**config.mk**
```make
export PLATFORM = sky130hd
export DESIGN_NAME = divider_32_flat
export DESIGN_NICKNAME = d
export VERILOG_FILES = /design/src/rtl/arith_pkg.sv /design/src/rtl/divider_32_if.sv /design/src/rtl/divider_32_div_step.sv /design/src/rtl/divider_32.sv /design/src/flat_wrapper.sv
export SDC_FILE = /design/constraint.sdc
export NUM_CORES = 1
export LEC_CHECK = 0
export CAP_MARGIN = 40
export CELL_PAD_IN_SITES_DETAIL_PLACEMENT = 0
export CELL_PAD_IN_SITES_GLOBAL_PLACEMENT = 1
export CORE_MARGIN = 2
export CORE_UTILIZATION = 47
export DETAILED_ROUTE_END_ITERATION = 8
export PLACE_DENSITY_LB_ADDON = 0.1
export SLEW_MARGIN = 20
export SYNTH_ARGS = -nofsm -noshare
export SYNTH_HDL_FRONTEND = slang
export SYNTH_SLANG_ARGS = --single-unit
```
**constraint.sdc**
```tcl
create_clock -name clk -period 5.5 [get_ports clk]
set_clock_uncertainty 0.1 [all_clocks]
set_input_delay 0.825 -clock clk [delete_from_list [all_inputs] [get_ports clk]]
set_output_delay 0.825 -clock clk [all_outputs]
set_load 0.02 [all_outputs]
```
**src/rtl/arith_pkg.sv**
```systemverilog
// Shared arithmetic-unit definitions: divider FSM states and sizing constants.
package arith_pkg;

  localparam int DIV_WIDTH = 32;
  localparam int CNT_W     = $clog2(DIV_WIDTH + 1);

  localparam logic [DIV_WIDTH-1:0] DIV_ZERO_QUOT = '1;

  typedef enum logic [1:0] {
    IDLE,
    CALC,
    FIX,
    DONE
  } div_state_e;

endpackage

```
**src/rtl/divider_32_if.sv**
```systemverilog
// Request/response handshake bundle between the execute stage and the divider.
interface divider_32_if
  import arith_pkg::*;
#(
  parameter int WIDTH = DIV_WIDTH
);
  logic             in_valid;
  logic             in_ready;
  logic             is_signed;
  logic [WIDTH-1:0] in1;
  logic [WIDTH-1:0] in2;
  logic             out_valid;
  logic             out_ready;
  logic [WIDTH-1:0] quot;
  logic [WIDTH-1:0] rem;
  logic             div_zero;

  modport master (
    output in_valid, is_signed, in1, in2, out_ready,
    input  in_ready, out_valid, quot, rem, div_zero
  );

  modport slave (
    input  in_valid, is_signed, in1, in2, out_ready,
    output in_ready, out_valid, quot, rem, div_zero
  );
endinterface

```
**src/rtl/divider_32_div_step.sv**
```systemverilog
// One restoring-division iteration: shift in the next dividend bit, trial-subtract the divisor.
module div_step #(
  parameter int WIDTH = 32
) (
  input  logic [WIDTH:0]   partial_rem,
  input  logic             dividend_msb,
  input  logic [WIDTH-1:0] divisor,
  output logic [WIDTH:0]   next_rem,
  output logic             q_bit
);
  logic [WIDTH+1:0] shifted;
  logic [WIDTH+1:0] trial;

  assign shifted  = {partial_rem, dividend_msb};
  // Extra top bit makes the trial sign visible even when the shifted value needs WIDTH+1 bits.
  assign trial    = shifted - {2'b00, divisor};
  assign q_bit    = ~trial[WIDTH+1];
  assign next_rem = q_bit ? trial[WIDTH:0] : shifted[WIDTH:0];
endmodule

```
**src/rtl/divider_32.sv**
```systemverilog
// Iterative restoring divider, one quotient bit per cycle on operand magnitudes,
// with sign fix-up and single-cycle handling of divide-by-zero and signed overflow.
module divider_32
  import arith_pkg::*;
#(
  parameter int WIDTH = DIV_WIDTH
) (
  input  logic          clk,
  input  logic          rst_n,
  divider_32_if.slave   bus
);
  localparam logic [WIDTH-1:0] MIN_NEG = {1'b1, {(WIDTH-1){1'b0}}};

  div_state_e       state_q, state_d;
  logic [CNT_W-1:0] cnt_q;
  logic [WIDTH:0]   pr_q;
  logic [WIDTH-1:0] dvd_q, dvs_q, quot_q, rem_q;
  logic             dz_q, neg_q, neg_r;

  logic             a_neg, b_neg, is_zero, is_ovf;
  logic [WIDTH-1:0] a_mag, b_mag;
  logic [WIDTH:0]   step_rem;
  logic             step_q;

  assign a_neg   = bus.is_signed & bus.in1[WIDTH-1];
  assign b_neg   = bus.is_signed & bus.in2[WIDTH-1];
  assign a_mag   = a_neg ? -bus.in1 : bus.in1;
  assign b_mag   = b_neg ? -bus.in2 : bus.in2;
  assign is_zero = (bus.in2 == '0);
  assign is_ovf  = bus.is_signed & (bus.in1 == MIN_NEG) & (bus.in2 == '1);

  div_step #(.WIDTH(WIDTH)) u_step (
    .partial_rem  (pr_q),
    .dividend_msb (dvd_q[WIDTH-1]),
    .divisor      (dvs_q),
    .next_rem     (step_rem),
    .q_bit        (step_q)
  );

  always_comb begin
    state_d = state_q;
    case (state_q)
      IDLE: if (bus.in_valid) state_d = (is_zero | is_ovf) ? DONE : CALC;
      CALC: if (cnt_q == CNT_W'(1)) state_d = FIX;
      FIX:  state_d = DONE;
      DONE: if (bus.out_ready) state_d = IDLE;
      default: state_d = IDLE;
    endcase
  end

  always_ff @(posedge clk or negedge rst_n) begin
    if (!rst_n) begin
      state_q <= IDLE;
      cnt_q   <= '0;
      pr_q    <= '0;
      dvd_q   <= '0;
      dvs_q   <= '0;
      quot_q  <= '0;
      rem_q   <= '0;
      dz_q    <= 1'b0;
      neg_q   <= 1'b0;
      neg_r   <= 1'b0;
    end else begin
      state_q <= state_d;
      case (state_q)
        IDLE: if (bus.in_valid) begin
          if (is_zero) begin
            quot_q <= DIV_ZERO_QUOT;
            rem_q  <= bus.in1;
            dz_q   <= 1'b1;
          end else if (is_ovf) begin
            quot_q <= MIN_NEG;
            rem_q  <= '0;
            dz_q   <= 1'b0;
          end else begin
            dvd_q <= a_mag;
            dvs_q <= b_mag;
            pr_q  <= '0;
            cnt_q <= CNT_W'(WIDTH);
            neg_q <= a_neg ^ b_neg;
            neg_r <= a_neg;
            dz_q  <= 1'b0;
          end
        end
        // Dividend register doubles as the quotient shift register.
        CALC: begin
          pr_q  <= step_rem;
          dvd_q <= {dvd_q[WIDTH-2:0], step_q};
          cnt_q <= cnt_q - CNT_W'(1);
        end
        FIX: begin
          quot_q <= neg_q ? -dvd_q : dvd_q;
          rem_q  <= neg_r ? -pr_q[WIDTH-1:0] : pr_q[WIDTH-1:0];
        end
        default: ;
      endcase
    end
  end

  assign bus.in_ready  = (state_q == IDLE);
  assign bus.out_valid = (state_q == DONE);
  assign bus.quot      = quot_q;
  assign bus.rem       = rem_q;
  assign bus.div_zero  = dz_q;
endmodule

```
**src/flat_wrapper.sv**
```systemverilog
// flat-port wrapper written by rule: the top's interface ports become plain ports
module divider_32_flat import arith_pkg::*;
#(
  parameter int WIDTH = DIV_WIDTH
)
  (clk, rst_n, bus_in_valid, bus_is_signed, bus_in1, bus_in2, bus_out_ready, bus_in_ready, bus_out_valid, bus_quot, bus_rem, bus_div_zero);
  divider_32_if #(.WIDTH(WIDTH)) bus_i ();
  input  logic clk;
  input  logic rst_n;
  input wire logic [$bits(bus_i.in_valid)-1:0] bus_in_valid;
  input wire logic [$bits(bus_i.is_signed)-1:0] bus_is_signed;
  input wire logic [$bits(bus_i.in1)-1:0] bus_in1;
  input wire logic [$bits(bus_i.in2)-1:0] bus_in2;
  input wire logic [$bits(bus_i.out_ready)-1:0] bus_out_ready;
  output wire logic [$bits(bus_i.in_ready)-1:0] bus_in_ready;
  output wire logic [$bits(bus_i.out_valid)-1:0] bus_out_valid;
  output wire logic [$bits(bus_i.quot)-1:0] bus_quot;
  output wire logic [$bits(bus_i.rem)-1:0] bus_rem;
  output wire logic [$bits(bus_i.div_zero)-1:0] bus_div_zero;
  assign bus_i.in_valid = bus_in_valid;
  assign bus_i.is_signed = bus_is_signed;
  assign bus_i.in1 = bus_in1;
  assign bus_i.in2 = bus_in2;
  assign bus_i.out_ready = bus_out_ready;
  assign bus_in_ready = bus_i.in_ready;
  assign bus_out_valid = bus_i.out_valid;
  assign bus_quot = bus_i.quot;
  assign bus_rem = bus_i.rem;
  assign bus_div_zero = bus_i.div_zero;
  divider_32 #(.WIDTH(WIDTH)) u_core (.clk(clk), .rst_n(rst_n), .bus(bus_i));
endmodule
```
# Word-level counts from Yosys, hierarchy flattened
# Index checks and enable logic that the tools add are counted.
[word_totals] reg_bits=172 out_inout_bits=67
[op_classes] addsub=6 eq_ne=12 n_mux=31 bitwise_logic=9 reduce_logical=9
[op_table] cell="32-bit 2-to-1 mux" count=13
[op_table] cell="32-bit one-hot mux with 2 select lines" count=3
[op_table] cell="33-bit 2-to-1 mux" count=4
[op_table] cell="32-bit negation" count=4
[op_table] cell="33-bit one-hot mux with 2 select lines" count=1
[op_table] cell="32-bit equality test, second input constant" count=2
[op_table] cell="34-bit by 32-bit subtractor with 34-bit output" count=1
[op_table] cell="32-bit zero test" count=1
[op_table] cell="6-bit 2-to-1 mux" count=3
[op_table] cell="6-bit one-hot mux with 2 select lines" count=1
[op_table] cell="2-bit 2-to-1 mux" count=4
[op_table] cell="2-bit != test, second input constant" count=4
[op_table] cell="2-bit one-hot mux with 4 select lines" count=1
[op_table] cell="4-bit AND reduction" count=2
[op_table] cell="6-bit by 1-bit equality test with 1-bit output, second input constant" count=1
[op_table] cell="3-bit AND reduction" count=2
[op_table] cell="6-bit by 1-bit subtractor with 6-bit output, second input constant" count=1
[op_table] cell="1-bit AND" count=4
[op_table] cell="2-bit equality test, second input constant" count=2
[op_table] cell="2-bit nonzero test" count=2
[op_table] cell="3-bit by 1-bit != test with 1-bit output, second input constant" count=1
[op_table] cell="1-bit NOT" count=3
[op_table] cell="2-bit by 1-bit equality test with 1-bit output, second input constant" count=1
[op_table] cell="2-bit zero test" count=1
[op_table] cell="other kinds (5)" count=5

# Depth between registers and ports, before layout
# Gate-level depths: netlist (run 1).
[logic_depth] ltp_word=7 ltp_mapped=14

# Hierarchy
# From an unflattened synthesis (run 1), not the netlist that was laid out.
[unflattened] cells_unflattened=1513 hier_area_um2=12843.6
[by_module_without_submodules] module="divider_32" instances=1 cells_each=1185 area_each_um2=10672.7 seq_area_each_um2=4304.1
[by_module_without_submodules] module="div_step" instances=1 cells_each=328 area_each_um2=2170.8 seq_area_each_um2=0.0

# Least setup slack after synthesis (run 1)
# No wires, ideal clock.
[synth_path] kind="register -> register" from="register u_core.dvd_q[31]" to="register u_core.pr_q[20]" setup_ps=133 arrival_time_ps=3033 setup_slack_ps=2234 path_stages_with_launch=13 n_path_buf=0 synth_period_minus_slack_ps=3266 cell_sequence="dfrtp_1 -> inv_1 -> ha_1 -> inv_1 -> fa_1 -> a21o_1 -> a221oi_1 -> a2bb2oi_1 -> o21ai_0 -> or4b_2 -> a41oi_1 -> xor2_1 -> o21ai_0"
[synth_via] elab_chain_len=3
[synth_lines] element="from (decl)" line="divider_32.sv:17" source="logic [WIDTH-1:0] dvd_q, dvs_q, quot_q, rem_q;"
[synth_lines] element="from (signal assigned)" line="divider_32.sv:76" source="dvd_q <= a_mag;"
[synth_lines] element="from (signal assigned)" line="divider_32.sv:88" source="dvd_q <= {dvd_q[WIDTH-2:0], step_q};"
[synth_lines] element="34-bit by 32-bit subtractor with 34-bit output" line="divider_32_div_step.sv:16" source="assign trial = shifted - {2'b00, divisor};"
[synth_lines] element="33-bit 2-to-1 mux" line="divider_32_div_step.sv:18" source="assign next_rem = q_bit ? trial[WIDTH:0] : shifted[WIDTH:0];"
[synth_lines] element="33-bit one-hot mux with 2 select lines" line="divider_32.sv:65" source="case (state_q)"
[synth_lines] element="to (signal assigned)" line="divider_32.sv:87" source="pr_q <= step_rem;"
[synth_lines] element="to (decl)" line="divider_32.sv:16" source="logic [WIDTH:0] pr_q;"
# Every way passes these cells.
# A chain may end at the register's enable or synchronous reset.

# Final worst setup path (run 1)
[layout_path] from="input port bus_in2[4]" to="register u_core.pr_q[31]"
[layout_via] elab_chain_len=4 elab_cells_between_ends=6 classes_between="eq/ne: 3; bitwise: 1; reduce/logical: 2"
[layout_lines] element="from (decl)" line="flat_wrapper.sv:13" source="input wire logic [$bits(bus_i.in2)-1:0] bus_in2;"
[layout_lines] element="32-bit equality test" line="divider_32.sv:30" source="assign is_ovf = bus.is_signed & (bus.in1 == MIN_NEG) & (bus.in2 == '1);"
[layout_lines] element="1-bit AND" line="divider_32.sv:30"
[layout_lines] element="2-bit != test (no source line)"
[layout_lines] element="4-bit AND reduction (no source line) (*)"
# Every way passes the cells marked *; elsewhere a longest branch is shown, timed or not.

==> results of run 1 <==
-- routing by layer --
layer,global-route usage,vias to the layer above,part of all wire
met5,0,-,0
met1,0.3696,5133,0.44
met4,0.09729,0,0.031
li1,-,5267,-
met2,0.4595,303,0.48
met3,0.03276,45,0.046
-- sequential cells by signal, summed over array words and instances (netlist names), 2 cells and up --
| name | cells |
|---|---|
| u_core.bus.quot | 32 |
| u_core.bus.rem | 32 |
| u_core.cnt_q | 6 |
| u_core.dvd_q | 32 |
| u_core.dvs_q | 32 |
| u_core.pr_q | 33 |
| u_core.state_q | 2 |
-- through the flow --
step	instance area [um^2]	utilization	power, W	hold WS, ns	std cells
after floorplan	11960	-	0.001358	0.3498	1413
after global placement	13560	0.5400	0.001498	0.3599	1815
after detailed placement	13670	0.5444	0.001501	0.3662	1820
after CTS	14230	0.5667	0.002685	0.1569	1852
after global routing	14230	0.5667	0.002749	0.1693	1852
final	14230	0.5667	0.002664	0.1596	1852
-- worst max path at each step --
stage / start / to / slack, ns / cells past startpoint
floorplan: u_core.dvd_q[31] / u_core.pr_q[20] / 2.23 / 12
global placement: bus_in2[4] / u_core.pr_q[31] / 0.87 / 11
detailed placement: bus_in2[4] / u_core.pr_q[31] / 0.84 / 11
CTS: bus_in2[4] / u_core.pr_q[31] / 1.28 / 11
global route: bus_in2[4] / u_core.pr_q[31] / 1.11 / 11
finish: bus_in2[4] / u_core.pr_q[31] / 1.23 / 11
-- power by group --
| part | switching, W | total, W | internal [W] |
|---|---|---|---|
| clock | 0.000581 | 0.00119 | 0.000609 |
| combinational | 0.000126 | 0.000210 | 0.0000835 |
| sequential | 0 | 0.00126 | 0.00126 |
| total | 0.000707 | 0.00266 | 0.00196 |
-- cell families after synthesis --
| kind of cell | count (synthesis) | synth area share |
|---|---|---|
| flip-flops | 172 | 0.3600 |
| AO/OA/AOI/OAI | 447 | 0.2412 |
| buffers and inverters | 150 | 0.05149 |
| XOR/XNOR | 148 | 0.1084 |
| adder cells (fa/ha/maj) | 44 | 0.04668 |
| AND/OR/NAND/NOR | 430 | 0.1729 |
| multiplexers | 22 | 0.01926 |
-- worst max-delay path: cells and delay by family --
kind	cells	cell delay (ns)
AOI/OAI and AO/OA	4	0.78
buffers and inverters	2	0.79
and+or+nand+nor	5	2.08
-- Yosys cell counts, types with 25 or more instances --
cell type	instances	area, um^2
a21o_1	31	232.7
a21oi_1	83	415.4
a22oi_1	31	232.7
clkbuf_1	53	198.9
dfrtp_1	172	4304
ha_1	43	538.0
inv_1	72	270.3
nand2_1	156	585.6
nor2_1	115	431.7
nor3_1	25	125.1
o21ai_0	107	535.5
o21ai_1	38	190.2
o22ai_1	27	168.9
o31ai_1	29	217.7
xnor2_1	84	735.7
xor2_1	64	560.5
-- layout make-up --
| class | instances | area [um^2] | area share |
|---|---|---|---|
| clock buffer | 18 | 439.2 | 0.03086 |
| sequential | 172 | 4304 | 0.3025 |
| clock inverter | 14 | 120.1 | 0.008441 |
| tap | 330 | 412.9 | 0.02902 |
| timing repair buffer | 155 | 1603 | 0.1126 |
| multi-input combinational | 1091 | 7081 | 0.4976 |
| inverter | 72 | 270.3 | 0.01899 |
==> results.tsv, run 1 <==
metric	value	unit
r2r_start	u_core.dvd_q[31]	
path_cells	clkdlybuf4s50_1, or4_4, nor4_1, nand4bb_1, o2111ai_4, o21ai_2, nand2_1, buf_4, nor2_1, a22o_1, a21o_1	
clk_latency	0.43	ns
cpPeakStageDelay	0.61	ns
syn-num-nets	1526	
area_delta_synth_final	19.03	%
final.setup.worst_slack	1.231	ns
grt_max_degree	77	
rr_endpoint	u_core.pr_q[20]	
cp_max_fo	25	
tightestPinTransition	0.8114	ns
die-width	163.5	um
maxClockFrequency	234.3	MHz
maxSlewHeadroom	0.4571	
startpoint_type	primary input	
avgRoutedWirePerCell	19.39	um
synth_ff_type	dfrtp_1	
gp_congestion	0.8766	
fill_cells	2342	
cp-end-kind	flop	
synth_edf_count	0	
crit_slowest_cell	or4_4	
syn-cell-area	11960	um^2
hold_viol	0	
grt_pass1_vias	10130	
port_buffers	135	
diodes	0	
h-tree-depth	4	
hp-class	primary input to asynchronous set/reset pin	
grt.overflow.total	0	
grt_pass1_wl	57230	um
clock-sinks	172	
die-area	26730	um^2
final_antenna_net_count	0	
cap_violations	0	
firstDrtPassIters	5	
drcViolationCount	0	
ys_warn_count	0	
synthArstFlopShare	1.000	
reg2regPathDepth	12	
nets	1622	
dr_total_vias	10750	
yosysSeqAreaShare	0.3600	
post-cts-setup-buffer-count	0	
grt_use_total	0.2754	
path_class	primary input to flop	
antenna_found_initial	0	
drtIter0Drc	742	
clock-root-buffer	clkbuf_16	
cts_buffer_depth	2	
wl	35910	um
status	finished, final reports clean	
fin_crit_sh	0.7761	
final_common_cell	dfrtp_1	
syn_area_per_cell	8.461	um^2
min_period	4.269	ns
setup_viol	0	
cts_tree	done	
power_per_cell_area	187.2	nW/um^2
cts_made_buffers	17	
dp_hpwl	27780	um
dieHeight	163.5	um
ys_seq_elements	172	
rsz0062_at_grt	no	
critPathArrivalTime	4.49	ns
viasPerCell	5.803	
leakage	5.872	nW
core	25110	um^2
mostFrequentLayoutCells	dfrtp_1 (172), nand2_1 (156), clkdlybuf4s50_1 (134), nor2_1 (115), o21ai_0 (107)	
drive_gt1_frac	0.06045	
synth.distinct_cells	72	
rrSetupSlack	1.39	ns
finalMaxSlewViolations	0	
start_util	0.4761	
setup_tns	0	ns
cts.clk_slew.worst_paths	0.07	ns
rows	58	
post_cts_resized	0	
vdd_drop_max	148.8	uV
io_pins	136	
synth_cells	1413	
crit_required	5.72	ns
hold_buffers	0	
post-place-ws	0.8389	ns
(Power assumes the default switching activity.)
==> run 2, diff against run 1 <==
CORE_UTILIZATION = 43   (was 47)
clock period = 4.3 ns   (was 5.5 ns; I/O delays follow)
==> results.tsv, run 2 (synthesized netlist as in run 1, its figures left out) <==
metric	value	unit
p_clk_frac	0.454	
final_cell_area	14560	um^2
rsz0062_at_grt	no	
hold_viol	0	
firstDrtPassIters	7	
vdd_drop_max	232.5	uV
clk_latency	0.44	ns
final_common_cell	dfrtp_1	
maxClockFrequency	253.6	MHz
rows	61	
leakage	6.039	nW
cp-end-kind	flop	
hp-class	primary input to asynchronous set/reset pin	
nets	1658	
dr_total_vias	10690	
tightestPinTransition	0.9233	ns
intPower	0.002555	W
path_cells	ha_1, a21oi_1, o211ai_1, or3_1, a311o_1, a41oi_1, xnor2_2, buf_4, nand3_1, o21ai_0	
clock-root-buffer	clkbuf_16	
cts_made_buffers	17	
largest_register_ffs	33	
startpoint_type	flop	
dp_hpwl	29220	um
grt_use_total	0.2607	
postPlaceCellArea	13980	um^2
mostFrequentLayoutCells	dfrtp_1 (172), nand2_1 (156), clkdlybuf4s50_1 (134), nor2_1 (115), o21ai_0 (107)	
critPathArrivalTime	4.18	ns
utilization	0.5285	
post_cts_resized	0	
grt_pass1_vias	10440	
maxSlewHeadroom	0.3822	
crit_required	4.54	ns
layoutNonFillerInstCount	1935	
grt_max_degree	81	
drcViolationCount	0	
avgRoutedWirePerCell	19.25	um
cts_buffer_depth	2	
min_period	3.943	ns
cts.clk_slew.worst_paths	0.07	ns
area_delta_synth_final	21.79	%
drive_gt1_frac	0.08157	
antenna_found_initial	0	
cts_tree	done	
grt_pass1_wl	58750	um
gp_congestion	0.8674	
start_util	0.4339	
core	27550	um^2
port_buffers	135	
final_antenna_net_count	0	
wl	37240	um
power_per_cell_area	238.0	nW/um^2
cpPeakStageDelay	0.47	ns
switching_share	0.2625	
h-tree-depth	4	
finalMaxSlewViolations	0	
drtIter0Drc	718	
p_seq_frac	0.466	
combPwrFrac	0.079	
cap_violations	0	
clock-sinks	172	
regMostFlops	u_core.pr_q	
diodes	0	
path_class	flop to flop	
dieHeight	170.7	um
die-width	170.7	um
fin_crit_sh	0.9170	
hold_buffers	0	
post-cts-setup-buffer-count	0	
cp_max_fo	29	
dp_cells	1904	
netSwitchingPower	0.0009093	W
status	finished, final reports clean	
die-area	29150	um^2
crit_slowest_cell	dfrtp_1	
io_pins	136	
grt.overflow.total	0	
setup_viol	0	
viasPerCell	5.527	
run 2: cell count changes in the layout (fill, tap and decap cells not counted), sizes merged:
cell / change
clkbuf: -1
bufinv: +1
clkinvlp: +1
inv: -2
buf: +36
run 2: worst paths after layout:
| kind | slack (ns) | cells after the start | startpoint | endpoint |
|---|---|---|---|---|
| worst min-delay path | 0.08 | 1 | rst_n | u_core.bus.quot[4] |
| worst max register to register | 0.36 | 10 | u_core.pr_q[27] | u_core.pr_q[29] |
| worst min register to register | 0.38 | 1 | u_core.bus.quot[14] | u_core.bus.quot[14] |
| min in group clk | 0.38 | 1 | u_core.bus.quot[14] | u_core.bus.quot[14] |
| max in group asynchronous | 3.17 | 2 | rst_n | u_core.dvs_q[20] |
| worst max-delay path | 0.36 | 10 | u_core.pr_q[27] | u_core.pr_q[29] |
run 2: through the flow:
stage	setup WS (ns)	power (W)	hold slack, ns	TNS (ns)
6_report	0.3568	0.003465	0.07842	0
5_1_grt	0.1624	0.003576	0.1269	0
4_1_cts	0.3924	0.003499	0.1120	0
3_5_place_dp	-0.02642	0.001925	0.3656	-0.02642
3_3_place_gp	0.1092	0.001927	0.3600	0
2_1_floorplan	1.034	0.001737	0.2494	0
run 2: layer usage:
metal	wire length (um)	vias to the layer above	share of wire	track usage
met5	0	-	0	0
met4	1093	0	0.029	0.09290
met3	1306	45	0.035	0.02938
met2	18550	229	0.50	0.4598
met1	16300	5086	0.44	0.3294
li1	-	5334	-	-
run 2: final cells by class:
type                    count  area (um^2)
clock buffers              17        425.4
clock inverters            14        153.9
fillers                  2671        12990
inverters                  72        270.3
multi-input cells        1091         7081
flip-flops and latches    172         4304
well taps                 378        473.0
repair buffers            191         1853
run 2: worst max-delay path, delay by kind of cell, from the launching register on:
family	cells	cell delay [ns]
compound gates	5	1.46
xor+xnor	1	0.18
fa+ha+maj	1	0.39
buf+inv	1	0.43
flops	1	0.47
simple gates	2	0.79
run 2: power by group through the flow:
stage	sequential [W]	combinational [W]	clock (W)
6_report	0.00162	0.000274	0.00157
5_1_grt	0.00162	0.000299	0.00166
4_1_cts	0.00162	0.000279	0.00160
3_5_place_dp	0.00165	0.000277	0
3_3_place_gp	0.00165	0.000279	0
2_1_floorplan	0.00165	0.0000884	0
==> run 3, diff against run 2 <==
PLACE_DENSITY_LB_ADDON = 0.08   (was 0.1)
==> results.tsv, run 3 (synthesized netlist as in run 1, its figures left out) <==
metric	value	unit
hp-class	flop to flop	
leakage	6.000	nW
core	27550	um^2
h-tree-depth	4	
critPathBufInv	1	
cap_violations	0	
avgRoutedWirePerCell	19.22	um
grt_pass1_wl	58740	um
cts_tree	done	
final_common_cell	dfrtp_1	
dr_total_vias	10680	
regMostFlops	u_core.pr_q	
cpPeakStageDelay	0.47	ns
power_per_cell_area	229.3	nW/um^2
dp_hpwl	29250	um
grt.overflow.total	0	
fin_crit_sh	0.9030	
maxSlewHeadroom	0.5145	
hold_viol	0	
path_delay_family	compound AO/OA/AOI/OAI gates	
setup_tns	0	ns
grt_use_total	0.2610	
mostFrequentLayoutCells	dfrtp_1 (172), nand2_1 (156), clkdlybuf4s50_1 (134), nor2_1 (115), o21ai_0 (107)	
grt_pass1_vias	10350	
cts_made_buffers	17	
wl_met1	16180	um
io_pins	136	
cp-end-kind	flop	
maxClockFrequency	257.6	MHz
dieHeight	170.7	um
drive_gt1_frac	0.07727	
wl_met2	18410	um
critPathArrivalTime	4.15	ns
cp_max_fo	29	
largest_register_ffs	33	
firstDrtPassIters	5	
final_cell_area	14500	um^2
gp_congestion	0.8909	
path_cells	ha_1, a21oi_1, o211ai_1, or3_1, a311o_1, a41oi_1, xnor2_2, buf_4, nand3_1, nor2_1, a21o_1	
cts.clk_slew.worst_paths	0.06	ns
final_antenna_net_count	0	
nets	1653	
crit_slowest_cell	dfrtp_1	
wl	37120	um
vdd_drop_max	171.7	uV
die-area	29150	um^2
finalMaxSlewViolations	0	
start_util	0.4339	
cts_buffer_depth	2	
drcViolationCount	0	
met3_length	1311	um
clock-root-buffer	clkbuf_16	
path_class	flop to flop	
highest_layer	met4	
startpoint_type	flop	
tightestPinTransition	0.7255	ns
crit_required	4.57	ns
rows	61	
min_period	3.883	ns
postPlaceCellArea	13920	um^2
status	finished, final reports clean	
die-width	170.7	um
grt_max_degree	89	
antenna_found_initial	0	
diodes	0	
viasPerCell	5.531	
clk_latency	0.44	ns
area_delta_synth_final	21.30	%
clock-sinks	172	
drtIter0Drc	528	
post-cts-setup-buffer-count	0	
rsz0062_at_grt	no	
port_buffers	135	
setup_viol	0	
==> run 3: cell count changes in the layout (fill, tap and decap cells not counted), sizes merged <==
cell and delta:
buf -6, inv -4, clkbuf +3, clkinv +2, bufinv -1, clkinvlp +1, dlygate4sd3 +1
==> run 3: area by class of cell <==
type	instances	area, um^2
clock buffer	20	446.7
timing repair buffer	186	1838
clock inverter	12	88.84
inverter	72	270.3
fill	2665	13050
tap	378	473.0
multi-input combinational	1091	7081
sequential	172	4304
==> run 3: where the power goes <==
| part | switching, W | leakage (nW) | internal (W) |
|---|---|---|---|
| Clock | 0.000676 | 0.254 | 0.000759 |
| Combinational | 0.000158 | 3.54 | 0.000114 |
| Sequential | 0 | 2.21 | 0.00162 |
| Total | 0.000834 | 6.00 | 0.00249 |
==> run 3: worst register-to-register path, stage by stage, from the launching register on <==
cell	delay [ns]
dfrtp_1	0.47
ha_1	0.39
a21oi_1	0.35
o211ai_1	0.18
or3_1	0.35
a311o_1	0.32
a41oi_1	0.26
xnor2_2	0.17
buf_4	0.43
nand3_1	0.45
nor2_1	0.23
a21o_1	0.14
==> run 3: path summary, 6_finish.rpt <==
path                                    start                  to  slack (ns)  cells past startpoint
hold / removal             u_core.bus.quot[8]  u_core.bus.quot[8]        0.38                      1
min in group asynchronous               rst_n  u_core.bus.quot[1]        0.51                      2
setup / recovery              u_core.pr_q[27]     u_core.pr_q[31]        0.42                     11
setup reg to reg              u_core.pr_q[27]     u_core.pr_q[31]        0.42                     11
hold reg to reg            u_core.bus.quot[8]  u_core.bus.quot[8]        0.38                      1
max in group asynchronous               rst_n     u_core.pr_q[25]        2.60                      4
==> run 3: repair_timing <==
| action | 4_1_cts | 5_1_grt |
|---|---|---|
| hold buffers | 0 | 1 |
| hold endpoints to repair | 0 | 14 |
| resized for setup | 0 | 0 |
==> run 3: layer usage <==
metal	up-vias	track usage
li1	5317	-
met3	47	0.03539
met1	5094	0.3335
met4	0	0.1033
met2	223	0.4469
met5	-	0
==> run 3: through the flow <==
| stage | hold WS [ns] | std cells | util | worst slack (ns) | total power (W) |
|---|---|---|---|---|---|
| after detailed placement | 0.3678 | 1896 | 0.5052 | 0.1935 | 0.001918 |
| after global placement | 0.3603 | 1892 | 0.5026 | 0.2194 | 0.001919 |
| after floorplan | 0.2494 | 1413 | - | 1.034 | 0.001737 |
| final | 0.3754 | 1931 | 0.5263 | 0.4173 | 0.003325 |
| after global routing | 0.3955 | 1931 | 0.5263 | 0.2186 | 0.003445 |
| after CTS | 0.2148 | 1928 | 0.5247 | 0.4491 | 0.003360 |
